## config.mk

```make
export PLATFORM = sky130hd
export DESIGN_NAME = oclib_csr_regfile
export DESIGN_NICKNAME = d
export VERILOG_FILES = /design/src/rtl/oclib_pkg.sv /design/src/rtl/oclib_csr_regfile.sv
export SDC_FILE = /design/constraint.sdc
export NUM_CORES = 1
export LEC_CHECK = 0
export ABC_AREA = 1
export ABC_CLOCK_PERIOD_IN_PS = 3220
export CORE_AREA = 3 3 248 250
export CTS_CLUSTER_DIAMETER = 150
export DETAILED_ROUTE_END_ITERATION = 10
export DIE_AREA = 0 0 251 253
export DONT_BUFFER_PORTS = 1
export GPL_ROUTABILITY_DRIVEN = 1
export PLACE_DENSITY = 0.36
export SLEW_MARGIN = 20
export SYNTH_ARGS = -nofsm -noshare
export SYNTH_HDL_FRONTEND = slang
export SYNTH_SLANG_ARGS = --single-unit
```

## constraint.sdc

```tcl
create_clock -name clock -period 3.22 [get_ports clock]
set_clock_uncertainty 0.1 [all_clocks]
set_input_delay 0.322 -clock clock [delete_from_list [all_inputs] [get_ports clock]]
set_output_delay 0.322 -clock clock [all_outputs]
set_load 0.03 [all_outputs]
```

## src/rtl/oclib_pkg.sv

```systemverilog
// Shared CSR bus types and broadcast identifiers used by the oclib register blocks.
package oclib_pkg;

  localparam logic [7:0] BcBlockIdAny = 8'hFF;
  localparam logic [7:0] BcSpaceIdAny = 8'hFF;

  typedef struct packed {
    logic [7:0]  toblock;
    logic [7:0]  space;
    logic [31:0] address;
    logic [31:0] wdata;
    logic        read;
    logic        write;
  } csr_32_s;

  typedef struct packed {
    logic [31:0] rdata;
    logic        ready;
    logic        error;
  } csr_32_fb_s;

endpackage

```

## src/rtl/oclib_csr_regfile.sv

```systemverilog
// CSR-mapped register file: NumRegs x 32-bit registers with read-only and write-pulse support.
// Optional write-1-to-clear registers with a set input: define OCLIB_CSR_REGFILE_W1C_EN.
module oclib_csr_regfile
  import oclib_pkg::*;
#(
  parameter int                         NumRegs       = 8,
  parameter logic [7:0]                 AnswerToBlock = BcBlockIdAny,
  parameter logic [7:0]                 AnswerToSpace = BcSpaceIdAny,
  parameter logic [NumRegs-1:0][31:0]   InitValues    = '0,
  parameter logic [NumRegs-1:0]         ReadOnlyMask  = '0
`ifdef OCLIB_CSR_REGFILE_W1C_EN
  ,
  parameter logic [NumRegs-1:0]         W1cMask       = '0
`endif
) (
  input  logic                       clock,
  input  logic                       reset,
  input  csr_32_s                    csr,
  output csr_32_fb_s                 csrFb,
  output logic [NumRegs-1:0][31:0]   regOut,
  input  logic [NumRegs-1:0][31:0]   regIn,
`ifdef OCLIB_CSR_REGFILE_W1C_EN
  input  logic [NumRegs-1:0][31:0]   setIn,
`endif
  output logic [NumRegs-1:0]         writePulse
);

  localparam int IdxW = (NumRegs > 1) ? $clog2(NumRegs) : 1;

  typedef enum logic [1:0] {
    Idle,
    Respond,
    WaitRelease
  } state_e;

  state_e                     state;
  state_e                     stateNext;
  logic [NumRegs-1:0][31:0]   regQ;
  logic [31:0]                rdataQ;
  logic                       errQ;
  logic [IdxW-1:0]            idx;
  logic                       match;
  logic                       accept;
  logic                       decErr;
  logic                       doWrite;
  logic [NumRegs-1:0]         wrHit;
  logic [31:0]                rdSel;

  assign idx    = csr.address[2 +: IdxW];
  assign match  = ((AnswerToBlock == BcBlockIdAny) || (csr.toblock == AnswerToBlock)) &&
                  ((AnswerToSpace == BcSpaceIdAny) || (csr.space == AnswerToSpace));
  assign accept = (state == Idle) && (csr.read || csr.write) && match;
  assign decErr = (|(csr.address >> (2 + IdxW))) ||
                  ({1'b0, idx} >= (IdxW + 1)'(NumRegs)) ||
                  (csr.read && csr.write);

  always_comb begin
    rdSel   = '0;
    wrHit   = '0;
    doWrite = accept && csr.write && !csr.read && !decErr;
    for (int unsigned i = 0; i < NumRegs; i++) begin
      if (idx == IdxW'(i)) begin
        rdSel    = ReadOnlyMask[i] ? regIn[i] : regQ[i];
        wrHit[i] = doWrite && !ReadOnlyMask[i];
      end
    end
  end

  always_ff @(posedge clock or negedge reset) begin
    if (!reset) state <= Idle;
    else        state <= stateNext;
  end

  // Respond always passes through WaitRelease so a held request executes only once.
  always_comb begin
    stateNext = state;
    unique case (state)
      Idle:        if (accept) stateNext = Respond;
      Respond:     stateNext = WaitRelease;
      WaitRelease: if (!csr.read && !csr.write) stateNext = Idle;
      default:     stateNext = Idle;
    endcase
  end

  always_comb begin
    csrFb = '0;
    if (state == Respond) begin
      csrFb.ready = 1'b1;
      csrFb.rdata = rdataQ;
      csrFb.error = errQ;
    end
  end

  always_ff @(posedge clock or negedge reset) begin
    if (!reset) begin
      regQ       <= InitValues;
      writePulse <= '0;
      rdataQ     <= '0;
      errQ       <= 1'b0;
    end else begin
      writePulse <= wrHit;
      for (int unsigned i = 0; i < NumRegs; i++) begin
`ifdef OCLIB_CSR_REGFILE_W1C_EN
        if (W1cMask[i])
          regQ[i] <= (regQ[i] & ~(wrHit[i] ? csr.wdata : '0)) | setIn[i];
        else
`endif
        if (wrHit[i]) regQ[i] <= csr.wdata;
      end
      if (accept) begin
        rdataQ <= (csr.read && !decErr) ? rdSel : '0;
        errQ   <= decErr;
      end
    end
  end

  assign regOut = regQ;

endmodule
```

==> results of run 1 <==
## cell families (layout without fill, tap and decap cells)
logic type,after synthesis,count (layout),synth area share [%]
AND/OR/NAND/NOR,860,860,26.1
flip-flops,299,299,53.7
AO/OA/AOI/OAI,290,290,11.6
buffers and inverters,215,268,8.62
other,0,3,0
## power groups by stage
stage	sequential, mW	clock [mW]	combinational [mW]
2_1_floorplan	3.85	0	0.339
3_3_place_gp	3.84	0	0.605
3_5_place_dp	3.85	0	0.608
4_1_cts	3.78	4.45	0.620
5_1_grt	3.78	4.58	0.660
6_report	3.78	4.29	0.593
## registers in the layout, indices dropped and copies added (netlist names)
register and count:
rdataQ 32, state 2, errQ 1, writePulse 8
regOut 256
## per-layer routing
| layer | wire, um | global-route usage [%] | vias to the layer above |
|---|---|---|---|
| met5 | 0 | 0 | - |
| met4 | 1070 | 4.31 | 0 |
| met3 | 7770 | 9.68 | 57 |
| met2 | 23400 | 25.2 | 435 |
| met1 | 27300 | 25.3 | 5277 |
| li1 | - | - | 5372 |
## what timing repair did
action | 4_1_cts | 5_1_grt
setup endpoints to repair | 0 | 0
endpoints found under the hold margin | 364 | 299
resized for setup | 0 | 0
## cell type report
type	count	area [um2]
diodes	3	7.51
clock buffers	58	1170
clock inverters	8	72.6
fillers	6449	43200
inverters	128	483
multi-input cells	1150	5280
flip-flops and latches	299	7480
well taps	773	967
repair buffers	74	618
## worst register-to-register path: stages, from the launching register on
cell and delay, ps:
dfrtp_1 390, nor2_1 120, nand2_2 140, inv_2 80
nand2_1 60, inv_2 330, nand3_4 350, buf_4 360
nand2_1 100, o21ai_1 60
## through the flow
step | utilization [%] | instance area (um2) | std cells
after CTS | 27.1 | 16100 | 2490
after global placement | 24.9 | 14700 | 2414
final | 27.1 | 16100 | 2493
after detailed placement | 24.9 | 14700 | 2414
after floorplan | - | 13900 | 1664
after global routing | 27.1 | 16100 | 2490
## placed cells by master (no fill, tap or decap), types with 2 or more instances in the layout
cell	instances
dlygate4sd3_1	10
dfrtp_1	299
nand3_4	8
inv_1	115
or2_1	7
nor2_1	198
diode_2	3
nor3_1	2
inv_2	12
clkbuf_16	41
nand3_2	2
nand4_1	27
nor3_4	5
or2_2	8
clkinv_2	5
o21ai_1	214
o21ai_2	42
a21oi_1	33
or2_0	3
buf_4	61
clkbuf_8	8
nand2_1	540
nor3_2	2
nand2_2	20
buf_12	3
nand3_1	36
clkbuf_1	9
## worst max path at each step
stage | to | start | depth (start not counted) | slack, ps
final | regOut[29] | csr[1] | 12 | 520
after CTS | csrFb[32] | state[0] | 7 | 450
after global routing | regOut[29] | csr[1] | 12 | 260
after detailed placement | regOut[140] | csr[59] | 8 | 880
after floorplan | regOut[107] | csr[59] | 8 | 1420
after global placement | regOut[131] | csr[59] | 8 | 870
==> flow_summary.ini, run 1 <==
[run_status]
status = finished with violations
violations = hold timing

[critical_path]
path_max_fanout = 64
r2r-end = regOut[132]
crit_family = buffers and inverters
worstRegToRegCells = 9
cp_cell_sequence = dlygate4sd3_1 -> nor2_1 -> dlygate4sd3_1 -> inv_1 -> nand2_2 -> inv_2 -> nand2_1 -> inv_2 -> nand3_4 -> buf_4 -> nand2_1 -> o21ai_1
r2r_slack_ps = 1000
cpPeakStageDelay_ps = 580
critPathLaunchType = input pin
cp.arrival_ps = 3060
r2r-start = state[1]
cp_slowest_cell = buf_4
crit_path_end_kind = flop
path_buf_inv = 6
worstPathRequired_ps = 3570
crit_type = input pin to flop

[pwr]
power_mw = 8.66
power_frac_seq_pct = 43.6
swShare_pct = 25.3
internal_power_mw = 6.47
power.switching_mw = 2.19
ir_drop_mv = 0.361
power_leakage_nw = 7.54
powerDensity_nw_per_um2 = 539
power_frac_clock_pct = 49.5
p_comb_share_pct = 6.8

[clocking]
clkTransAtPathRegs_ps = 50
cts_root_buf = clkbuf_16
cts_num_sinks = 299
holdBufCountCts = 10
cts_buffers = 39
clkLatencyLatePin_ps = 540
postCtsSetupRepairBufs = 0
htreeDepth = 2
cts_max_path_buffers = 3
cts_tree = built

[detailed_routing]
wl_per_cell_um = 23.9
vias = 11100
ant_nets = 0
wl_um = 59500
dr.pass1.iters = 5
viasPerCell = 4.47
drc = 0
drtIter0Drc = 810

[grt]
grt_max_degree = 300
grt_pass1_wl_um = 83800
antenna_found_initial = 0
grt_overflow = 0
grt_pass1_vias = 10800
grt_usage_pct = 18.4

[logic_synthesis]
syn_nets = 2004
synth_cell_types = 28
synth_top_area_share_pct = 53.7
synthTopCellsByArea = dfrtp_1 (54%), nand2_1 (15%), o21ai_1 (7.7%)
syn_area_per_cell_um2 = 8.38
yosysMostFrequentCell = nand2_1
yosysSeqAreaShare_pct = 53.7
ys_async_sr_fraction_pct = 100
yosys_warnings = 0
mappedNetlistArea_um2 = 13900
ys_seq_elements = 299
ys_top_cells_by_count = nand2_1 (541), dfrtp_1 (299), o21ai_1 (214)
postSynthCellCount = 1664
synth_edf_count = 0
synthFlopType = dfrtp_1
post-synth-top-area-cell = dfrtp_1

[place]
gp_congestion = 0.788
dpl_worst_slack_ps = 883
io_buffers = 0
dpl.hpwl_um = 41900

[timing]
timing.hold.ws_ps = -605
rsz0062_at_grt = false
finalMaxSlewViolations = 0
min_period_ps = 2700
period_share_pct = 83.9
slew_headroom_pct = 38.6
fmax_mhz = 370
tns_ps = 0
tightest_slew_ps = 920
hold_viol_final = 299
setup_slack_ps = 518
setup_viol = 0

[finish]
drive_above_1_share_pct = 13.0
fin_nets = 2032
syn2layout_area_growth_pct = 15.4

[floorplanning]
die_area_um2 = 63500
core_um2 = 59200
io_pins = 638
die_w_um = 251
start_util_pct = 23.5
die_h_um = 253
rows = 89

[min_path]
hp-class = input pin to async pin

[flow_run]
cap_viol_max_count = 0
Note: power is estimated with default switching activity, not from simulation.
==> run 2, diff against run 1 <==
ABC_CLOCK_PERIOD_IN_PS = 2650   (was 3220)
clock period = 2.65 ns   (was 3.22 ns; I/O delays follow)
==> flow_summary.ini, run 2 (synthesized netlist as in run 1, its figures left out) <==
[critical_path]
cp_cell_sequence = dlygate4sd3_1 -> nor2_1 -> dlygate4sd3_1 -> inv_1 -> nand2_2 -> inv_2 -> nand2_1 -> inv_2 -> nand3_4 -> buf_12 -> nand2_1 -> o21ai_1
cp.arrival_ps = 2870
r2r-start = state[1]
worstPathRequired_ps = 2960
crit_family = buffers and inverters
critPathLaunchType = input pin
crit_start = csr[1]
path_max_fanout = 48
crit_type = input pin to flop
crit_path_end_kind = flop
cpPeakStageDelay_ps = 550
cp_slowest_cell = dlygate4sd3_1
path_buf_inv = 6

[place]
dpl.hpwl_um = 42200
placed_cells = 2423
io_buffers = 0
dpl_worst_slack_ps = 421
gp_congestion = 0.805

[run_status]
status = finished with violations
violations = hold timing

[timing]
period_share_pct = 96.5
setup_slack_ps = 93.1
setup_viol = 0
fmax_mhz = 391
slew_headroom_pct = 49.6
timing.hold.ws_ps = -667
hold_viol_final = 299
min_period_ps = 2560
rsz0062_at_grt = true
finalMaxSlewViolations = 0
tightest_slew_ps = 754

[clocking]
clkLatencyLatePin_ps = 560
htreeDepth = 2
holdBufCountCts = 34
clkTransAtPathRegs_ps = 60
postCtsSetupRepairBufs = 0
cts_tree = built
cts_buffers = 39
cts_num_sinks = 299
cts_root_buf = clkbuf_16
cts_max_path_buffers = 3

[floorplanning]
die_w_um = 251
die_h_um = 253
rows = 89
start_util_pct = 23.5
die_area_um2 = 63500
io_pins = 638
core_um2 = 59200

[detailed_routing]
drc = 0
ant_nets = 0
dr.pass1.iters = 5
vias = 11400
wl_um = 59900
wl_per_cell_um = 23.7
drtIter0Drc = 764
viasPerCell = 4.50

[pwr]
power.switching_mw = 2.72
internal_power_mw = 8.01
power_leakage_nw = 7.72
power_frac_clock_pct = 49.9
swShare_pct = 25.4
powerDensity_nw_per_um2 = 652
p_comb_share_pct = 7.3
power_frac_seq_pct = 42.8
ir_drop_mv = 0.430

[finish]
final_common_cell = nand2_1
drive_above_1_share_pct = 13.4
mostFrequentLayoutCells = nand2_1 (540), dfrtp_1 (299), o21ai_1 (214)
syn2layout_area_growth_pct = 18.1
fin_nets = 2065
largest_reg_flops = 256
fin_cells = 2529

[flow_run]
cap_viol_max_count = 0

[grt]
grt_pass1_wl_um = 84900
grt_overflow = 0
grt_max_degree = 300
grt_usage_pct = 18.5
grt_pass1_vias = 11000
antenna_found_initial = 2

[min_path]
hp-class = input pin to async pin
## run 2: cell types whose count changed in the layout (fill, tap and decap cells not counted), moves of 3 or more
cell	previous run	this run
buf_4	61	65
buf_6	0	4
clkinvlp_4	0	3
dlygate4sd3_1	10	34
## run 2: layout make-up
type                            count  area (um2)
Fill cell                        6447       42800
Sequential cell                   299        7480
Multi-Input combinational cell   1150        5280
Clock buffer                       59        1170
Tap cell                          773         967
Timing Repair Buffer              107         953
Inverter                          128         483
Clock inverter                     11         113
Antenna cell                        2        5.00
## run 2: per-stage QoR
stage / hold WS [ps] / TNS [ps] / power, mW / cell area, um2 / util (%)
after floorplan: -131 / 0 / 5.08 / 13900 / -
after global placement: -122 / 0 / 5.44 / 14800 / 25.0
after detailed placement: -120 / 0 / 5.44 / 14800 / 25.0
after CTS: -729 / 0 / 11.0 / 16400 / 27.7
after global routing: -691 / -1530 / 11.2 / 16500 / 27.8
final: -667 / 0 / 10.7 / 16500 / 27.8
## run 2: worst paths after layout
check,end,slack [ps],depth (start not counted)
worst max-delay path,regOut[67],90,12
worst min-delay path,regOut[144],-670,0
worst max register to register,regOut[67],520,9
worst min register to register,rdataQ[13],380,2
max in group asynchronous,regOut[1],2540,0
min in group clock,regOut[114],30,2
## run 2: power groups by stage
stage / Sequential [mW] / Clock (mW) / Combinational, mW
floorplan: 4.67 / 0 / 0.412
global placement: 4.67 / 0 / 0.763
detailed placement: 4.67 / 0 / 0.767
CTS: 4.59 / 5.56 / 0.811
global route: 4.59 / 5.74 / 0.863
finish: 4.59 / 5.36 / 0.784
## run 2: timing repair
item / in CTS / in global routing
hold endpoints to repair: 442 / 299
gates resized for setup: 0 / 4
setup endpoints to repair: 0 / 135
## run 2: routing by layer
layer,wire (um),vias to the layer above,GRT usage (%)
met5,0,-,0
met4,1050,0,4.13
met3,6840,57,8.01
met2,23700,448,25.5
met1,28300,5454,26.6
li1,-,5431,-
